===== src/rtl/fc_sequencer.sv =====
// Forward/backward propagation sequencer for a chain of fc layers.
// Strobes one layer at a time, generates the shared oscillator and reports busy/done.
//
// state  | meaning
// IDLE   | waiting for start_in; all outputs low
// FWD    | fd_prop strobe on the active layer, walking layer 0 -> last
// BWD    | bk_prop strobe on the active layer, walking last -> layer 0
// DONE   | single-cycle done pulse, busy still high
module fc_sequencer #(
  parameter int NUM_LAYERS = 3,
  parameter int FD_CYCLES  = 4,
  parameter int BK_CYCLES  = 2,
  parameter int OSC_DIV    = 1,
  localparam int LW = (NUM_LAYERS > 1) ? $clog2(NUM_LAYERS) : 1
) (
  input  logic                  clk_in,
  input  logic                  rst_in,
  input  logic                  start_in,
  input  logic                  train_in,
  input  logic                  abort_in,
  output logic [NUM_LAYERS-1:0] fd_prop_out,
  output logic [NUM_LAYERS-1:0] bk_prop_out,
  output logic                  oscillator_out,
  output logic [LW-1:0]         layer_out,
  output logic                  busy_out,
  output logic                  done_out
);

  localparam int CMAX = (FD_CYCLES > BK_CYCLES) ? FD_CYCLES : BK_CYCLES;
  localparam int CW   = (CMAX > 1) ? $clog2(CMAX) : 1;
  localparam int DW   = (OSC_DIV > 1) ? $clog2(OSC_DIV) : 1;

  localparam logic [CW-1:0] FD_LOAD   = CW'(FD_CYCLES - 1);
  localparam logic [CW-1:0] BK_LOAD   = CW'(BK_CYCLES - 1);
  localparam logic [DW-1:0] DIV_LOAD  = DW'(OSC_DIV - 1);
  localparam logic [LW-1:0] LAST_LYR  = LW'(NUM_LAYERS - 1);

  typedef enum logic [1:0] {
    S_IDLE = 2'd0,
    S_FWD  = 2'd1,
    S_BWD  = 2'd2,
    S_DONE = 2'd3
  } state_t;

  state_t                r_state;
  state_t                w_state_nxt;
  logic [LW-1:0]         r_layer;
  logic [LW-1:0]         w_layer_nxt;
  logic [CW-1:0]         r_cnt;
  logic [CW-1:0]         w_cnt_nxt;
  logic                  r_train;
  logic                  w_train_nxt;
  logic [DW-1:0]         r_div;
  logic [DW-1:0]         w_div_nxt;
  logic                  r_osc;
  logic                  w_osc_nxt;
  logic [NUM_LAYERS-1:0] r_fd;
  logic [NUM_LAYERS-1:0] w_fd_nxt;
  logic [NUM_LAYERS-1:0] r_bk;
  logic [NUM_LAYERS-1:0] w_bk_nxt;
  logic                  r_busy;
  logic                  w_busy_nxt;
  logic                  r_done;
  logic                  w_done_nxt;

  always_ff @(posedge clk_in or negedge rst_in) begin
    if (!rst_in) begin
      r_state <= S_IDLE;
      r_layer <= '0;
      r_cnt   <= '0;
      r_train <= 1'b0;
      r_div   <= '0;
      r_osc   <= 1'b0;
      r_fd    <= '0;
      r_bk    <= '0;
      r_busy  <= 1'b0;
      r_done  <= 1'b0;
    end else begin
      r_state <= w_state_nxt;
      r_layer <= w_layer_nxt;
      r_cnt   <= w_cnt_nxt;
      r_train <= w_train_nxt;
      r_div   <= w_div_nxt;
      r_osc   <= w_osc_nxt;
      r_fd    <= w_fd_nxt;
      r_bk    <= w_bk_nxt;
      r_busy  <= w_busy_nxt;
      r_done  <= w_done_nxt;
    end
  end

  always_comb begin
    w_state_nxt = r_state;
    w_layer_nxt = r_layer;
    w_cnt_nxt   = r_cnt;
    w_train_nxt = r_train;
    w_div_nxt   = r_div;
    w_osc_nxt   = r_osc;

    case (r_state)
      S_IDLE: begin
        if (start_in) begin
          w_train_nxt = train_in;
          w_layer_nxt = '0;
          w_cnt_nxt   = FD_LOAD;
          w_state_nxt = S_FWD;
        end
      end
      S_FWD: begin
        if (r_cnt == '0) begin
          if (r_layer == LAST_LYR) begin
            if (r_train) begin
              w_cnt_nxt   = BK_LOAD;
              w_state_nxt = S_BWD;
            end else begin
              w_state_nxt = S_DONE;
            end
          end else begin
            w_layer_nxt = r_layer + LW'(1);
            w_cnt_nxt   = FD_LOAD;
          end
        end else begin
          w_cnt_nxt = r_cnt - CW'(1);
        end
      end
      S_BWD: begin
        if (r_cnt == '0) begin
          if (r_layer == '0) begin
            w_state_nxt = S_DONE;
          end else begin
            w_layer_nxt = r_layer - LW'(1);
            w_cnt_nxt   = BK_LOAD;
          end
        end else begin
          w_cnt_nxt = r_cnt - CW'(1);
        end
      end
      S_DONE: begin
        w_state_nxt = S_IDLE;
      end
      default: begin
        w_state_nxt = S_IDLE;
      end
    endcase

    // abort wins over every transition taken above
    if (abort_in && (r_state != S_IDLE)) begin
      w_state_nxt = S_IDLE;
    end

    if (w_state_nxt == S_IDLE) begin
      w_layer_nxt = '0;
      w_cnt_nxt   = '0;
      w_train_nxt = 1'b0;
    end

    if (w_state_nxt == S_IDLE) begin
      w_osc_nxt = 1'b0;
      w_div_nxt = '0;
    end else if (r_state == S_IDLE) begin
      w_osc_nxt = 1'b0;
      w_div_nxt = DIV_LOAD;
    end else if (r_div == '0) begin
      w_osc_nxt = ~r_osc;
      w_div_nxt = DIV_LOAD;
    end else begin
      w_div_nxt = r_div - DW'(1);
    end

    w_fd_nxt   = (w_state_nxt == S_FWD) ? (NUM_LAYERS'(1) << w_layer_nxt) : '0;
    w_bk_nxt   = (w_state_nxt == S_BWD) ? (NUM_LAYERS'(1) << w_layer_nxt) : '0;
    w_busy_nxt = (w_state_nxt != S_IDLE);
    w_done_nxt = (w_state_nxt == S_DONE);
  end

  assign fd_prop_out    = r_fd;
  assign bk_prop_out    = r_bk;
  assign oscillator_out = r_osc;
  assign layer_out      = r_layer;
  assign busy_out       = r_busy;
  assign done_out       = r_done;

endmodule


===== config.mk =====
export PLATFORM = sky130hd
export DESIGN_NAME = fc_sequencer
export DESIGN_NICKNAME = d
export VERILOG_FILES = /design/src/rtl/fc_sequencer.sv
export SDC_FILE = /design/constraint.sdc
export NUM_CORES = 1
export LEC_CHECK = 0
export ABC_AREA = 0
export CAP_MARGIN = 10
export CORE_UTILIZATION = 30
export CTS_CLUSTER_SIZE = 30
export DETAILED_ROUTE_END_ITERATION = 16
export PLACE_DENSITY = 0.58
export SLEW_MARGIN = 40
export SYNTH_ARGS = -nofsm -noshare
export SYNTH_HDL_FRONTEND = slang
export SYNTH_SLANG_ARGS = --single-unit

===== constraint.sdc =====
create_clock -name clk_in -period 5 [get_ports clk_in]
set_clock_uncertainty 0.05 [all_clocks]
set_input_delay 0.5 -clock clk_in [delete_from_list [all_inputs] [get_ports clk_in]]
set_output_delay 0.5 -clock clk_in [all_outputs]
set_load 0.1 [all_outputs]

; Yosys cells after proc, flatten, opt, wreduce, memory -nomap -nowiden
; Index checks and enable logic that the tools add are counted.
[op_classes]
shift = 1
addsub = 4
n_eq_ne = 11
bitwise = 1
n_reduce_logical = 12
n_mux = 34
[ops]
columns = op, count
row1 = $mux 2, 19
row2 = $pmux 2 s3, 2
row3 = $eq 2x2->1 const B, 5
row4 = $mux 1, 10
row5 = $logic_not 2->1, 4
row6 = $pmux 2 s4, 1
row7 = $reduce_bool 2->1, 4
row8 = $mux 3, 2
row9 = $ne 5x5->1 const B, 1
row10 = $eq 2x1->1 const B, 2
row11 = $ne 4x4->1 const B, 1
row12 = $reduce_and 4->1, 1
row13 = $reduce_bool 4->1, 1
row14 = $sub 2x1->2 const B, 2
row15 = $ne 3x1->1 const B, 1
row16 = $ne 3x3->1 const B, 1
row17 = $shl 1x2->3 const A, 1
row18 = $add 2x1->2 const B, 1
row19 = $reduce_and 2->1, 1
row20 = $logic_and 1x1->1, 1
row21 = $not 1->1, 1
row22 = $sub 1x1->1 const B, 1
[word_totals]
ff_bits = 17
inputBits = 5

; Longest topological paths before layout
[logic_depth]
word_depth = 9
ltp_mapped = 8
ltp_nobuf = 7

; Least setup slack after synthesis
; No wires, ideal clock.
[synth_path]
path_type = register to register
from = register r_layer[0], in the netlist layer_out[0]
to = register r_fd[0], in the netlist fd_prop_out[0]
stages_incl_launch_ff = 7
path_slack_ps = 2516
setup_time_ps = 121
t_required_ps = 4829
t_arrival_ps = 2313
period_less_slack_ps = 2484
cell_sequence = dfrtp_1 inv_1 ha_1 a22oi_1 or4_1 and2_1 and4_2
[synth_via]
elab_chain_cells = 9
word_cells_on_any_way = 21
classes_between = add/sub: 2 / eq/ne: 2 / shift: 1 / mux: 14 / reduce/logical: 2
[synth_lines]
columns = item, line_no
row1 = from (decl), 47  ; logic [LW-1:0] r_layer;
row2 = from (signal assigned), 80  ; r_layer <= w_layer_nxt;
row3 = $eq 2x2->1 or $logic_not 2->1 (tied branches), "111, 128"
row4 = "$mux 2, on equally long branches", "111, 128"
row5 = "$mux 2, on equally long branches", "110, 127"
row6 = $pmux 2 s4, 100  ; case (r_state)
row7 = $mux 2, 147  ; if (abort_in && (r_state != S_IDLE)) begin
row8 = $logic_not 2->1, 151  ; if (w_state_nxt == S_IDLE) begin
row9 = $mux 2, 151
row10 = $shl 1x2->3, 170  ; w_fd_nxt = (w_state_nxt == S_FWD) ? (NUM_LAYERS'(1) << w_layer_nxt) : '0;
row11 = $mux 3 *, 170
row12 = via w_fd_nxt[0], 58  ; logic [NUM_LAYERS-1:0] w_fd_nxt;
row13 = to (signal assigned), 85  ; r_fd <= w_fd_nxt;
row14 = to (decl), 57  ; logic [NUM_LAYERS-1:0] r_fd;
; Mark *: on every way through the listed nets, which the timed path passes. The rest lies on a longest branch.
; A chain may end at the register's enable or synchronous reset.

; Worst setup path in the final report
[layout_path]
from = register r_state[0]
to = register r_bk[1], in the netlist bk_prop_out[1]
[layout_via]
elab_chain_cells = 8
word_cells_on_any_way = 19
classes_between = eq/ne: 4 / shift: 1 / mux: 10 / reduce/logical: 4
[layout_lines]
columns = item, line_no
row1 = from (decl), 45  ; state_t r_state;
row2 = from (signal assigned), 79  ; r_state <= w_state_nxt;
row3 = "$mux 2, on equally long branches", "128, 111"
row4 = "$mux 2, on equally long branches", "127, 110"
row5 = $pmux 2 s4, 100
row6 = $mux 2 *, 147
row7 = via w_state_nxt[0], 46  ; state_t w_state_nxt;
row8 = $logic_not 2->1, 151
row9 = $mux 2, 151
row10 = $shl 1x2->3, 171  ; w_bk_nxt = (w_state_nxt == S_BWD) ? (NUM_LAYERS'(1) << w_layer_nxt) : '0;
row11 = $mux 3 *, 171
row12 = via w_bk_nxt[1], 60  ; logic [NUM_LAYERS-1:0] w_bk_nxt;
row13 = to (signal assigned), 86  ; r_bk <= w_bk_nxt;
row14 = to (decl), 59  ; logic [NUM_LAYERS-1:0] r_bk;
; Marked as above.

==> results.md <==
* Cell chain of the critical path: inv_1 -> ha_1 -> nor4b_4 -> nor2_1 -> o31ai_4 -> inv_2 -> nor4_2
* Post-Synthesis Cells at 93
* Top Metal Used: met3
* Avg WL per Cell at 12.69 µm
* Most frequent cells in the layout: dfrtp_1 (16), buf_2 (12), ha_1 (9), inv_1 (7)
* Core area at 0.003178 mm²
* Setup Buffers After CTS at 0
* Ant. Diodes at 0
* Clk pwr share at 9.9%
* Avg Inst Size Synth at 11.15 µm²
* Post-synthesis register bit count at 16
* Drt first pass iters at 4
* P&R area growth vs syn at 10.86%
* First-pass GRT wire length at 3387 µm
* Initial antenna violation count at 0
* Distinct cell type count after synthesis at 35
* Crit path required time at 5.14 ns
* P_sw at 0.3413 mW
* Synthesized area at 0.001037 mm²
* Most common cell after layout, fill and taps aside: dfrtp_1
* Sink Count at 16
* Cell internal pwr at 0.2993 mW
* Final Cycle Share at 46.27%
* Remaining DRCs at 0
* GP Congestion at 0.7937
* Die height at 60.80 µm
* Routed WL at 1891 µm
* Min Hold Slack at 0.3785 ns
* Row cnt at 20
* Post-DP HPWL at 1450 µm
* Clk pin slew, worst setup/hold paths at 0.08 ns
* Register Area at 400.4 µm²
* Arrival time worst endpoint at 2.45 ns
* Synth top area share at 38.60%
* Clk_lat worst skew at 0.27 ns
* HP Class: reg -> reg
* Initial drt markers at 22
* Top post-synthesis cells by area: dfrtp_1 (39%), ha_1 (11%), buf_6 (4.3%)
* Kind of critical path: reg -> reg
* YS warnings at 0
* Seq/Total Area, Yosys at 38.60%
* CTS tree: built
* Cts hold-fix bufs at 0
* Setup TNS Final at 0 ns
* Reg-to-Reg Start: r_state[0]
* Final hold violation count at 0
* Placed Instances at 145
* Metal3 WL at 92 µm
* Switching Fraction at 53.28%
* Largest net degree at the start of global routing at 17
* Leakage at 0.5574 nW
* Congestion Overflow GR at 0
* Share of cells above drive strength 1 at 26.67%
* Maximum vdd drop at 0.2046 mV
* Non-filler cells, final at 149
* # nets final at 121
* Pins Over Slew Limit at 0
* Final setup vio count at 0
* Worst-margin pin slew at 0.6957 ns
* Hold Crit Start: oscillator_out
* Met2 wire len at 890 µm
* # port buffers at 15
* Flop pwr share at 30.2%
* Initial Utilization at 32.64%
* # resized after CTS at 0
* Status: finished, final reports clean
* Die area at 0.003697 mm²
* Total of max-cap violations at 0
* IO Count at 16
* Die span in x at 60.80 µm
* Cts bufs inserted at 3
* Antenna Nets Post-Route at 0
* Final Critical Period at 2.314 ns
* Footprint of the multi-input gates at 541.8 µm²
* GRT Overall Usage at 12.07%
* Crit-path slowest cell: o31ai_4
* Critical path startpoint: r_state[0]
* Critical path capture point type: flip-flop
* Max stage delay on crit path at 0.52 ns
* Wl on met1 at 908 µm
* CP Max Fanout at 11
* Vias per inst at 4.906
* Syn nets at 107
* Vias in the first global route at 719
* Startpoint Class: flip-flop
* Fmax at 0.4322 GHz
* Worst slew margin at 53.48%
* H-Tree Depth at 1
* Gate power share at 59.9%
* Power Total at 0.6406 mW
* Vias at 731
* PD cells at 557.1 mW/mm²
* RSZ-0062 raised after global routing: false
* CTS Buffer Depth at 2
* Root Driver: clkbuf_4
* Leading area contributor after synthesis: dfrtp_1
* Fillers at 331
layer usage:
| metal | up-vias | GRT usage, % |
|---|---|---|
| li1 | 360 | - |
| met1 | 356 | 17.66 |
| met2 | 15 | 18.84 |
| met3 | 0 | 2.985 |
| met4 | 0 | 0.9740 |
| met5 | - | 0 |
path summary, 6_finish.rpt:
kind | to | slack, ns | cells after the start
worst max-delay path | bk_prop_out[1] | 2.69 | 7
worst min-delay path | oscillator_out | 0.38 | 1
worst min register to register | oscillator_out | 0.38 | 1
min in group asynchronous | fd_prop_out[2] | 0.59 | 1
worst max register to register | bk_prop_out[1] | 2.69 | 7
max in group asynchronous | r_cnt[0] | 3.87 | 1
cell type report:
class                   instances  area share (%)
repair buffers                 16           8.705
flip-flops and latches         16           34.82
multi-input cells              62           47.12
inverters                       8           2.612
well taps                      44           4.788
clock buffers                   3           1.959
sequential cells by signal (all words and copies together), names as in the netlist:
name / count
bk_prop_out: 3
fd_prop_out: 3
layer_out: 2
r_cnt: 2
r_state: 2
busy_out: 1
done_out: 1
oscillator_out: 1
r_train: 1
cells in the mapped netlist:
master / n
buf_4: 2
and2_1: 1
o41a_2: 1
o31ai_1: 3
mux2i_1: 2
a21oi_1: 6
a22oi_1: 3
a211oi_2: 1
a211oi_4: 1
nand2_1: 5
or3b_2: 1
o31ai_4: 1
o22ai_1: 1
or3_1: 1
inv_1: 7
inv_2: 1
nand3b_4: 1
o211a_1: 1
nor2b_1: 1
or4_1: 1
nor2_1: 6
and4_1: 2
a211oi_1: 1
buf_2: 1
o22a_2: 1
and4_2: 2
dfrtp_1: 16
o21ai_0: 4
buf_6: 4
nor4_2: 1
a31oi_1: 2
nor4_4: 1
ha_1: 9
or4b_1: 1
nor4b_4: 1
kinds of logic after synthesis:
kind of cell / count (synthesis) / synth area share, %
buf+inv: 15 / 9.167
compound gates: 26 / 20.02
flops: 16 / 38.60
fa+ha+maj: 9 / 10.86
mux: 2 / 1.930
simple gates: 25 / 19.42
power by group through the flow:
stage	logic [mW]	registers (mW)	clock network (mW)
global placement	0.399	0.197	0
finish	0.384	0.193	0.0637
floorplan	0.241	0.302	0
global route	0.416	0.199	0.0727
CTS	0.386	0.194	0.0653
detailed placement	0.386	0.196	0
critical path, delay by kind of cell (launching register included):
family                     cells  cell delay (ns)
buffers and inverters          2             0.21
and+or+nand+nor                3             0.68
adders and majority gates      1             0.32
AOI/OAI and AO/OA              1             0.52
DFF                            1             0.43
through the flow:
stage	cell area, µm²	setup WS, ns	util [%]
6_report	1150	2.686	36.18
5_1_grt	1150	2.474	36.18
4_1_cts	1145	2.435	36.02
3_5_place_dp	1122	2.387	35.32
3_3_place_gp	1177	2.500	37.05
2_1_floorplan	1037	2.516	-
Note: power is estimated with default switching activity, not from simulation.
